**src/rtl/shift_chain_sequencer.sv**
```systemverilog
// Serialises parallel words LSB-first into a DEPTH-stage shift chain, then flushes it.
// Optional macro SHIFT_PARITY_EN inserts a one-cycle even-parity bit between data and flush.
module shift_chain_sequencer #(
  parameter int WIDTH = 8,
  parameter int DEPTH = 4
) (
  input  logic             clock,
  input  logic             negative_reset,
  input  logic [WIDTH-1:0] in_data,
  input  logic             in_valid,
  output logic             in_ready,
  input  logic             abort,
  output logic             shift_en,
  output logic             shift_data,
  output logic             busy,
  output logic             frame_done,
  output logic             frame_aborted,
  output logic [15:0]      frame_count
);

  localparam int BW = $clog2(WIDTH) + 1;
  localparam int FW = $clog2(DEPTH) + 1;

  typedef enum logic [2:0] {
    S_IDLE,
    S_SHIFT,
`ifdef SHIFT_PARITY_EN
    S_PARITY,
`endif
    S_FLUSH,
    S_DONE
  } state_t;

  state_t           state_q, state_d;
  logic [WIDTH-1:0] word_q, word_d;
  logic             par_q, par_d;
  logic [BW-1:0]    bit_cnt_q, bit_cnt_d;
  logic [FW-1:0]    flush_cnt_q, flush_cnt_d;
  logic             in_ready_q, in_ready_d;
  logic             shift_en_q, shift_en_d;
  logic             shift_data_q, shift_data_d;
  logic             busy_q, busy_d;
  logic             done_q, done_d;
  logic             aborted_q, aborted_d;
  logic [15:0]      frame_count_q, frame_count_d;

  // Outputs are computed one cycle ahead so every output comes straight from a flop.
  always_comb begin
    state_d       = state_q;
    word_d        = word_q;
    par_d         = par_q;
    bit_cnt_d     = bit_cnt_q;
    flush_cnt_d   = flush_cnt_q;
    in_ready_d    = 1'b0;
    shift_en_d    = 1'b0;
    shift_data_d  = 1'b0;
    done_d        = 1'b0;
    aborted_d     = 1'b0;
    frame_count_d = frame_count_q;
    case (state_q)
      S_IDLE: begin
        in_ready_d = 1'b1;
        if (in_valid && in_ready_q) begin
          state_d      = S_SHIFT;
          word_d       = in_data >> 1;
          par_d        = ^in_data;
          bit_cnt_d    = BW'(1);
          shift_en_d   = 1'b1;
          shift_data_d = in_data[0];
          in_ready_d   = 1'b0;
        end
      end
      S_SHIFT: begin
        if (abort) begin
          state_d = S_IDLE;
        end else if (bit_cnt_q == BW'(WIDTH)) begin
          shift_en_d = 1'b1;
`ifdef SHIFT_PARITY_EN
          state_d      = S_PARITY;
          shift_data_d = par_q;
`else
          state_d     = S_FLUSH;
          flush_cnt_d = FW'(1);
`endif
        end else begin
          shift_en_d   = 1'b1;
          shift_data_d = word_q[0];
          word_d       = word_q >> 1;
          bit_cnt_d    = bit_cnt_q + BW'(1);
        end
      end
`ifdef SHIFT_PARITY_EN
      S_PARITY: begin
        if (abort) begin
          state_d = S_IDLE;
        end else begin
          state_d     = S_FLUSH;
          flush_cnt_d = FW'(1);
          shift_en_d  = 1'b1;
        end
      end
`endif
      S_FLUSH: begin
        if (abort) begin
          state_d = S_IDLE;
        end else if (flush_cnt_q == FW'(DEPTH)) begin
          state_d       = S_DONE;
          done_d        = 1'b1;
          frame_count_d = frame_count_q + 16'd1;
        end else begin
          shift_en_d  = 1'b1;
          flush_cnt_d = flush_cnt_q + FW'(1);
        end
      end
      S_DONE: begin
        state_d    = S_IDLE;
        in_ready_d = 1'b1;
      end
      default: state_d = S_IDLE;
    endcase
    // Abort is only honoured while the chain is being clocked; DONE always completes.
    if (abort && state_q != S_IDLE && state_q != S_DONE) begin
      in_ready_d  = 1'b1;
      aborted_d   = 1'b1;
      bit_cnt_d   = '0;
      flush_cnt_d = '0;
    end
    busy_d = (state_d != S_IDLE);
  end

  always_ff @(posedge clock or negedge negative_reset) begin
    if (!negative_reset) begin
      state_q       <= S_IDLE;
      word_q        <= '0;
      par_q         <= 1'b0;
      bit_cnt_q     <= '0;
      flush_cnt_q   <= '0;
      in_ready_q    <= 1'b1;
      shift_en_q    <= 1'b0;
      shift_data_q  <= 1'b0;
      busy_q        <= 1'b0;
      done_q        <= 1'b0;
      aborted_q     <= 1'b0;
      frame_count_q <= '0;
    end else begin
      state_q       <= state_d;
      word_q        <= word_d;
      par_q         <= par_d;
      bit_cnt_q     <= bit_cnt_d;
      flush_cnt_q   <= flush_cnt_d;
      in_ready_q    <= in_ready_d;
      shift_en_q    <= shift_en_d;
      shift_data_q  <= shift_data_d;
      busy_q        <= busy_d;
      done_q        <= done_d;
      aborted_q     <= aborted_d;
      frame_count_q <= frame_count_d;
    end
  end

  assign in_ready      = in_ready_q;
  assign shift_en      = shift_en_q;
  assign shift_data    = shift_data_q;
  assign busy          = busy_q;
  assign frame_done    = done_q;
  assign frame_aborted = aborted_q;
  assign frame_count   = frame_count_q;

endmodule

```
**config.mk**
```make
export PLATFORM = sky130hd
export DESIGN_NAME = shift_chain_sequencer
export DESIGN_NICKNAME = d
export VERILOG_FILES = /design/src/rtl/shift_chain_sequencer.sv
export SDC_FILE = /design/constraint.sdc
export NUM_CORES = 1
export LEC_CHECK = 0
export BUFFER_PORTS_ARGS = -buffer_cell sky130_fd_sc_hd__buf_2
export CAP_MARGIN = 20
export CORE_ASPECT_RATIO = 1.5
export CORE_MARGIN = 2
export CORE_UTILIZATION = 35
export DETAILED_ROUTE_END_ITERATION = 6
export PLACE_DENSITY = 0.63
export RECOVER_POWER = 25
export SYNTH_ARGS = -nofsm -noshare
export SYNTH_HDL_FRONTEND = slang
export SYNTH_SLANG_ARGS = --single-unit
```
**constraint.sdc**
```tcl
create_clock -name clock -period 1.9 [get_ports clock]
set_input_delay 0.19 -clock clock [delete_from_list [all_inputs] [get_ports clock]]
set_output_delay 0.19 -clock clock [all_outputs]
set_load 0.02 [all_outputs]
```
==> results of run 1 <==
[worst max path at each step]
stage	startpoint	endpoint	slack (ps)	cells after the start
after floorplan	state_q[0]	frame_count[1]	70	5
after global placement	flush_cnt_q[0]	frame_count[1]	190	6
after CTS	state_q[0]	frame_count[5]	160	6
after detailed placement	state_q[0]	frame_count[5]	150	6
final	state_q[0]	frame_count[5]	160	6
after global routing	state_q[1]	flush_cnt_q[0]	10	6
[Yosys cell counts]
library cell   n  share of area
a2111oi_2      1         0.0079
a211oi_1       1         0.0039
a21oi_1        6          0.016
a22oi_1        2         0.0079
a2bb2oi_1      1         0.0046
a32o_1         2          0.010
a32oi_1        1         0.0046
and2_0         1         0.0033
and2_1         2         0.0066
and2b_1        1         0.0039
and3_1         4          0.013
and3b_1        2         0.0092
and4_1         2         0.0092
buf_2          3         0.0079
buf_6          1         0.0059
clkbuf_1       3         0.0059
conb_1         1         0.0020
dfrtp_1       38           0.50
dfstp_2        1          0.014
ha_1           5          0.033
inv_1          7          0.014
inv_2          1         0.0020
mux2_2         8          0.047
nand2_1       31          0.061
nand3_1        7          0.018
nand3b_1       2         0.0079
nand4_1        3         0.0098
nor2_1         9          0.018
nor2b_1        1         0.0033
nor3b_1        2         0.0079
nor4_4         2          0.022
o211ai_1       2         0.0079
o21a_1         1         0.0039
o21ai_0        4          0.010
o21ai_2        1         0.0046
o2bb2ai_1      1         0.0046
or3_1          2         0.0066
or3_4          1         0.0059
or3b_1         1         0.0046
or3b_2         1         0.0046
xnor2_1       14          0.064
xor2_1         1         0.0046
[layout make-up]
| class | instances | share of cell area |
|---|---|---|
| Tap cell | 68 | 0.0369 |
| Inverter | 8 | 0.0130 |
| Multi-Input combinational cell | 126 | 0.375 |
| Sequential cell | 39 | 0.424 |
| Clock inverter | 2 | 0.00543 |
| Timing Repair Buffer | 46 | 0.114 |
| Clock buffer | 6 | 0.0315 |
[metal layers]
layer,up-vias,track usage,share of wire
li1,706,-,-
met1,693,0.165,0.44
met2,32,0.232,0.50
met3,5,0.0358,0.049
met4,0,0.0532,0.017
met5,-,0,0
[critical path: stages, from the launching register on]
cell	delay (ps)
dfrtp_1	390
or3b_1	390
buf_4	190
nor4_4	240
buf_4	180
nand4_1	120
xnor2_1	140
[sequential cells by signal, summed over array words and instances, names as in the netlist]
register / cells
frame_count: 16
word_q: 7
bit_cnt_q: 4
flush_cnt_q: 3
state_q: 3
busy: 1
frame_aborted: 1
frame_done: 1
in_ready: 1
shift_data: 1
shift_en: 1
[repair_timing]
item / in CTS / in global routing
hold buffers: 1 / 0
setup endpoints to repair: 0 / 0
hold endpoints to repair: 38 / 0
[stage by stage]
step           utilization  cell area (um^2)  hold WS (ps)
2_1_floorplan            -              1910          -106
3_3_place_gp         0.425              2210           277
3_5_place_dp         0.425              2210           272
4_1_cts              0.443              2310           128
5_1_grt              0.443              2300           129
6_report             0.443              2300           137
[kinds of logic (layout without fill, tap and decap cells)]
kind of cell | after synthesis | in the layout | share of synthesized area
buf+inv | 15 | 62 | 0.0354
simple gates | 74 | 74 | 0.215
xor+xnor | 15 | 15 | 0.0689
fa+ha+maj | 5 | 5 | 0.0328
compound gates | 23 | 23 | 0.0866
other cells | 1 | 1 | 0.00197
flops | 39 | 39 | 0.512
mux | 8 | 8 | 0.0472
[power breakdown]
| group | switching [W] | total (W) | internal (W) |
|---|---|---|---|
| logic | 0.000113 | 0.000215 | 0.000102 |
| registers | 0.0000361 | 0.000935 | 0.000899 |
| clock network | 0.000294 | 0.000550 | 0.000256 |
==> results_dict.tcl, run 1 <==
set metrics [dict create \
    ys_warn_count 0 \
    routed_wl_mm 3.76 \
    io_buffers 33 \
    die_w_um 64.3 \
    leakage_nw 1.14 \
    via_per_inst 4.87 \
    final_common_cell "dfrtp_1" \
    dp_slack_ps 154 \
    arrival_ps 1930 \
    synth_area_per_cell_um2 10.6 \
    clk_pin_slew_ps 80 \
    core_region_area_um2 5200 \
    post_cts_buffers 0 \
    fillers 532 \
    power.density_nw_per_um2 738 \
    antenna_found_initial 0 \
    ioPinCount 34 \
    clock_sinks 39 \
    cts_max_level 2 \
    gr-total-overflow 0 \
    cts_tree "done" \
    rsz0062_at_grt "no" \
    cts_buffers 5 \
    period_minus_slack_ps 1740 \
    start_util 0.367 \
    slew_violations 0 \
    hold_viol_final 0 \
    drive_gt1_frac 0.300 \
    nNetsFinal 243 \
    clock_path_buffers 2 \
    insertion_delay_ps 300 \
    multi_input_area_um2 863 \
    die_y_um 94.4 \
    grt_pass1_wl_mm 6.41 \
    finalPower_w 0.00170 \
    synth.net_count 197 \
    rows 32 \
    final_cell_mix "dfrtp_1 (38), buf_2 (33), nand2_1 (31)" \
    finalCritPeriodShare 0.917 \
    hold_class "primary input to flip-flop" \
    grt_max_degree 40 \
    slew_headroom 0.365 \
    die_area_um2 6070 \
    netlist_area_um2 1910 \
    dp_hpwl_mm 2.73 \
    grt_pass1_vias 1395 \
    fin_cells 295 \
    status "complete, no violations" \
    syn_inst 180 \
    cts_root_buf "clkbuf_8" \
    drcViolationCount 0 \
    ant_nets 0 \
    maxCapViolations 0 \
    ys_ff_latch 39 \
    worstPathRequired_ps 2090 \
    finalSetupTns_ps 0 \
    reg2reg_slack_ps 160 \
    cp-start-kind "flip-flop" \
    cp_max_fo 7 \
    finalSetupViolCount 0 \
    fin_worst_skew_ps 10.0 \
    register_area_um2 977 \
    r2r_start "state_q[0]" \
    vias 1436 \
    timing.rr.end "frame_count[5]" \
    tightest_slew_ps 953 \
    ff2ff_path_depth 6 \
    worstHoldStart "in_data[7]" \
    cts_resized 0 \
    gp_congestion 0.776 \
    synthToLayoutAreaGrowth_pct 20.7 \
    drtIter0Drc 52 \
    clock.fmax_mhz 574 \
    fin_ws_ps 158 \
    drtPass1Iterations 4 \
    critPathKind "flip-flop to flip-flop" \
    yosys.cell_types.count 42 \
    ys_seq_area_frac 0.512 \
    dp_cells 286 \
    grt_usage 0.136 \
    end_kind "flip-flop" \
    wl_per_cell_um 12.8 \
    hold_path_depth 2 \
    ir_drop_mv 0.391 \
    hold_path_end "word_q[6]" \
    n_antenna_cell 0 \
]
No activity file was read; power rests on OpenSTA's default activity.
==> inputs of run 2 (changes only) <==
ABC_AREA = 1   (was unset)
CORE_ASPECT_RATIO = 2   (was 1.5)
==> results_dict.tcl, run 2 <==
set metrics [dict create \
    status "complete, no violations" \
    synth_common_cells "nand2_1 (101), dfrtp_1 (38), inv_1 (28), nand3_1 (27), nor2_1 (23)" \
    startpoint "flush_cnt_q[0]" \
    slew_headroom 0.343 \
    gp_congestion 0.828 \
    period_minus_slack_ps 1620 \
    arrival_ps 1800 \
    end_kind "flip-flop" \
    r2r_start "flush_cnt_q[0]" \
    worstPathRequired_ps 2080 \
    finalSetupTns_ps 0 \
    grt_max_degree 40 \
    synth_enable_flop_cells 0 \
    routed_wl_mm 4.72 \
    dp_hpwl_mm 3.56 \
    synthToLayoutAreaGrowth_pct 19.2 \
    start_util 0.361 \
    ant_nets 0 \
    drtIter0Drc 66 \
    slew_violations 0 \
    io_buffers 33 \
    grt_usage 0.151 \
    core_region_area_um2 5960 \
    ys_warn_count 0 \
    timing.rr.end "frame_count[11]" \
    place_area_um2 2380 \
    finalCritPeriodShare 0.852 \
    cts_max_level 2 \
    synth_top_area_share 0.443 \
    wl_per_cell_um 12.4 \
    synth_most_common_cell "nand2_1" \
    gr-total-overflow 0 \
    ys_ff_latch 39 \
    rsz0062_at_grt "no" \
    worstSetupEndpoint "frame_count[11]" \
    final_cell_mix "nand2_1 (101), dfrtp_1 (38), buf_2 (33)" \
    largest_reg_flops 16 \
    via_per_inst 4.83 \
    drtPass1Iterations 5 \
    reg2reg_slack_ps 280 \
    cp_max_fo 15 \
    drive_gt1_frac 0.204 \
    drcViolationCount 0 \
    maxCapViolations 0 \
    final_common_cell "nand2_1" \
    hold_class "primary input to flip-flop" \
    tightest_slew_ps 986 \
    rows 40 \
    cp-start-kind "flip-flop" \
    finalSetupViolCount 0 \
    clock_sinks 39 \
    ir_drop_mv 0.598 \
    synth_top_cell_by_area "dfrtp_1" \
    async_reset_ff_frac 1.00 \
    fin_worst_skew_ps 5.19 \
    synth.net_count 294 \
    ys_seq_area_frac 0.455 \
    ioPinCount 34 \
    die_w_um 59.4 \
    ys.flop_type "dfrtp_1" \
    syn_inst 277 \
    cts_tree "done" \
    synth_area_per_cell_um2 7.75 \
    clock_path_buffers 2 \
    ff2ff_path_depth 11 \
    insertion_delay_ps 280 \
    clk_pin_slew_ps 60 \
    leakage_nw 1.39 \
    grt_pass1_vias 1692 \
    final_util 0.430 \
    yosys.cell_types.count 29 \
    grt_pass1_wl_mm 7.76 \
    die_y_um 115 \
    cts_buffers 5 \
    nNetsFinal 334 \
    power.density_nw_per_um2 796 \
    synthTopCellsByArea "dfrtp_1 (44%), nand2_1 (18%), nand3_1 (6.3%), inv_1 (4.9%), nor2_1 (4.0%)" \
    critPathKind "flip-flop to flip-flop" \
    finalInstanceArea_um2 2560 \
    netlist_area_um2 2150 \
    cts_root_buf "clkbuf_16" \
    clock.fmax_mhz 618 \
    vias 1839 \
    n_antenna_cell 0 \
    hold_viol_final 0 \
    die_area_um2 6810 \
    antenna_found_initial 0 \
]
==> run 2: cell count changes in the layout (fill, tap and decap cells not counted), sizes merged, moves of 11 or more <==
cell	previous run	this run
nor2	9	31
nand2	31	109
inv	8	31
nand3	7	28
buf	44	33
==> run 2: through the flow <==
step | power, W | hold slack, ps | instances | setup slack [ps]
final | 0.00204 | 147 | 381 | 281
after global routing | 0.00211 | 171 | 381 | 167
after CTS | 0.00207 | 150 | 381 | 272
after detailed placement | 0.00109 | 283 | 372 | 281
after global placement | 0.00109 | 280 | 372 | 317
after floorplan | 0.00102 | -106 | 277 | 482
==> run 2: worst min-delay path by stage <==
stage | to | startpoint | depth (start not counted) | slack [ps]
floorplan | bit_cnt_q[0] | negative_reset | 0 | -110
global placement | word_q[3] | negative_reset | 2 | 280
detailed placement | word_q[3] | negative_reset | 2 | 280
CTS | word_q[6] | in_data[7] | 3 | 150
global route | word_q[6] | in_data[7] | 3 | 170
finish | word_q[6] | in_data[7] | 3 | 150
==> run 2: what timing repair did <==
action | CTS | global route
setup endpoints to repair | 0 | 0
endpoints found under the hold margin | 38 | 0
resized for setup | 0 | 0
buffers inserted | 0 | 0
hold buffers | 1 | 0
==> run 2: cells by family (layout without fill, tap and decap cells) <==
| logic type | Yosys count | count (layout) | share of synthesized area |
|---|---|---|---|
| simple gates | 175 | 175 | 0.373 |
| flops | 39 | 39 | 0.455 |
| fa+ha+maj | 5 | 5 | 0.0291 |
| compound gates | 13 | 13 | 0.0332 |
| buf+inv | 34 | 75 | 0.0635 |
| other cells | 1 | 1 | 0.00175 |
| xor+xnor | 10 | 10 | 0.0443 |
==> run 2: routing by layer <==
metal / up-vias / part of all wire / global-route usage
met5: - / 0 / 0
met4: 0 / 0.036 / 0.0833
li1: 938 / - / -
met3: 12 / 0.035 / 0.0315
met1: 851 / 0.39 / 0.160
met2: 38 / 0.54 / 0.267
==> run 2: worst max-delay path: stages, from the launching register on <==
cell	delay, ps
dfrtp_1	400
inv_1	70
ha_1	140
nand2_1	80
inv_1	80
nand2_1	120
nor2_8	250
nand2_4	100
nor2_4	110
nand2_1	60
nand2_1	60
nand2_1	50
==> run 2: power by group <==
part	total, W	switching, W	leakage [nW]	internal [W]
clock network	0.000963	0.000344	0.0838	0.000619
registers	0.000901	0.0000259	0.513	0.000875
logic	0.000172	0.000115	0.797	0.0000571
==> run 2: cell type report <==
cell class              instances  area (um^2)
multi-input cells             204         1030
inverters                      32          120
clock inverters                 3         43.8
flip-flops and latches         39          977
repair buffers                 35          180
fillers                       607         3400
well taps                      63         78.8
clock buffers                   5          125
==> inputs of run 3 (changes only) <==
PLACE_DENSITY = 0.61   (was 0.63)
clock period = 2 ns   (was 1.9 ns; I/O delays follow)
==> results_dict.tcl, run 3 (same netlist as run 2, synthesis figures left out) <==
set metrics [dict create \
    status "complete, no violations" \
    wl_per_cell_um 12.4 \
    finalSetupTns_ps 0 \
    end_kind "flip-flop" \
    cpMostUsedCell "nand2_1" \
    grt_pass1_vias 1806 \
    critPathKind "flip-flop to flip-flop" \
    grt_max_degree 16 \
    slew_headroom 0.475 \
    grt_pass1_wl_mm 8.06 \
    gp_congestion 0.841 \
    fin_cells 382 \
    drive_gt1_frac 0.197 \
    drtIter0Drc 28 \
    insertion_delay_ps 280 \
    synthToLayoutAreaGrowth_pct 17.9 \
    slew_violations 0 \
    tightest_slew_ps 787 \
    cp_top_family "simple AND/OR/NAND/NOR gates" \
    finalPower_w 0.00178 \
    multi_input_area_um2 1030 \
    r2r_start "flush_cnt_q[0]" \
    grt_busiest_layer "met2" \
    clock.fmax_mhz 627 \
    io_buffers 33 \
    hold_ws_ps 163 \
    nNetsFinal 335 \
    ant_nets 0 \
    start_util 0.361 \
    clock_sinks 39 \
    power.density_nw_per_um2 705 \
    fillers 627 \
    met2_usage 0.292 \
    final_cell_mix "nand2_1 (101), dfrtp_1 (38), buf_2 (32)" \
    register_area_um2 977 \
    n_antenna_cell 0 \
    core_region_area_um2 5960 \
    cts_resized 0 \
    hold_class "primary input to flip-flop" \
    antenna_found_initial 0 \
    worstPathRequired_ps 2170 \
    cts_tree "done" \
    routed_wl_mm 4.73 \
    cp-start-kind "flip-flop" \
    cpMaxStageDelayCell "dfrtp_1" \
    cts_root_buf "clkbuf_16" \
    rsz0062_at_grt "no" \
    arrival_ps 1770 \
    cp_max_fo 15 \
    leakage_nw 1.38 \
    via_per_inst 4.86 \
    ir_drop_mv 0.546 \
    grt_usage 0.159 \
    met1_usage 0.158 \
    dp_hpwl_mm 3.70 \
    finalCritPeriodShare 0.798 \
    slowest_delay_ps 400 \
    die_y_um 115 \
    maxCapViolations 0 \
    largest_reg_flops 16 \
    drtPass1Iterations 4 \
    final_common_cell "nand2_1" \
    finalSetupViolCount 0 \
    cts_max_level 2 \
    hold_viol_final 0 \
    startpoint "flush_cnt_q[0]" \
    drcViolationCount 0 \
    gr-total-overflow 0 \
    vias 1858 \
    ioPinCount 34 \
    rows 40 \
    period_minus_slack_ps 1600 \
    fin_worst_skew_ps 8.18 \
    dp_cells 373 \
    cts_buffers 5 \
    use_met3 0.0405 \
    crit_buf_inv 2 \
    path_cells "inv_1 > ha_1 > nand2_1 > inv_1 > nand2_1 > nor2_8 > nand3_2 > o21ai_0 > nand2_1" \
    die_w_um 59.4 \
    clk_pin_slew_ps 60 \
    worstHoldStart "in_data[0]" \
    clock_path_buffers 2 \
    die_area_um2 6810 \
]
run 3: cell types whose count changed in the layout (fill, tap and decap cells not counted):
cell,change
bufinv_16,-1
clkbuf_2,+1
clkbuf_1,+3
buf_2,-1
clkinv_4,-1
run 3: final cells by class:
cell class                 instances  share of cell area
multi-input combinational        204               0.408
sequential                        39               0.386
timing repair buffer              36              0.0727
clock buffer                       7              0.0524
inverter                          32              0.0475
tap                               63              0.0311
clock inverter                     1             0.00198
run 3: routing by layer:
layer / wire (um) / up-vias
met3: 175 / 10
met4: 122 / 0
met5: 0 / -
met2: 2670 / 33
met1: 1760 / 872
li1: - / 943
run 3: worst paths after layout:
kind | to | slack [ps] | cells past startpoint
hold reg to reg | word_q[2] | 470 | 2
min in group asynchronous | word_q[2] | 510 | 2
hold / removal | shift_data | 160 | 3
setup reg to reg | frame_count[10] | 400 | 9
max in group asynchronous | frame_count[3] | 680 | 3
setup / recovery | frame_count[10] | 400 | 9
run 3: where the power goes:
group / internal, W / leakage [nW] / switching [W] / total (W)
clock network: 0.000461 / 0.0679 / 0.000303 / 0.000764
registers: 0.000832 / 0.513 / 0.0000242 / 0.000856
logic: 0.0000547 / 0.798 / 0.000110 / 0.000164
total: 0.00135 / 1.38 / 0.000437 / 0.00178
run 3: per-stage QoR:
stage           util  setup slack (ps)  area (um^2)
2_1_floorplan      -               582         2150
5_1_grt        0.425               228         2530
3_5_place_dp   0.401               380         2390
6_report       0.425               405         2530
3_3_place_gp   0.401               412         2390
4_1_cts        0.426               387         2540
run 3: worst register-to-register path: stages (launching register included):
cell and delay (ps):
dfrtp_1 400, inv_1 70, ha_1 130, nand2_1 70, inv_1 80, nand2_1 120
nor2_8 250, nand3_2 140, o21ai_0 170, nand2_1 70
run 3: what timing repair did:
action,in CTS,in global routing
hold endpoints to repair,12,0
hold buffers,1,0
setup endpoints to repair,0,0
setup buffers,0,0
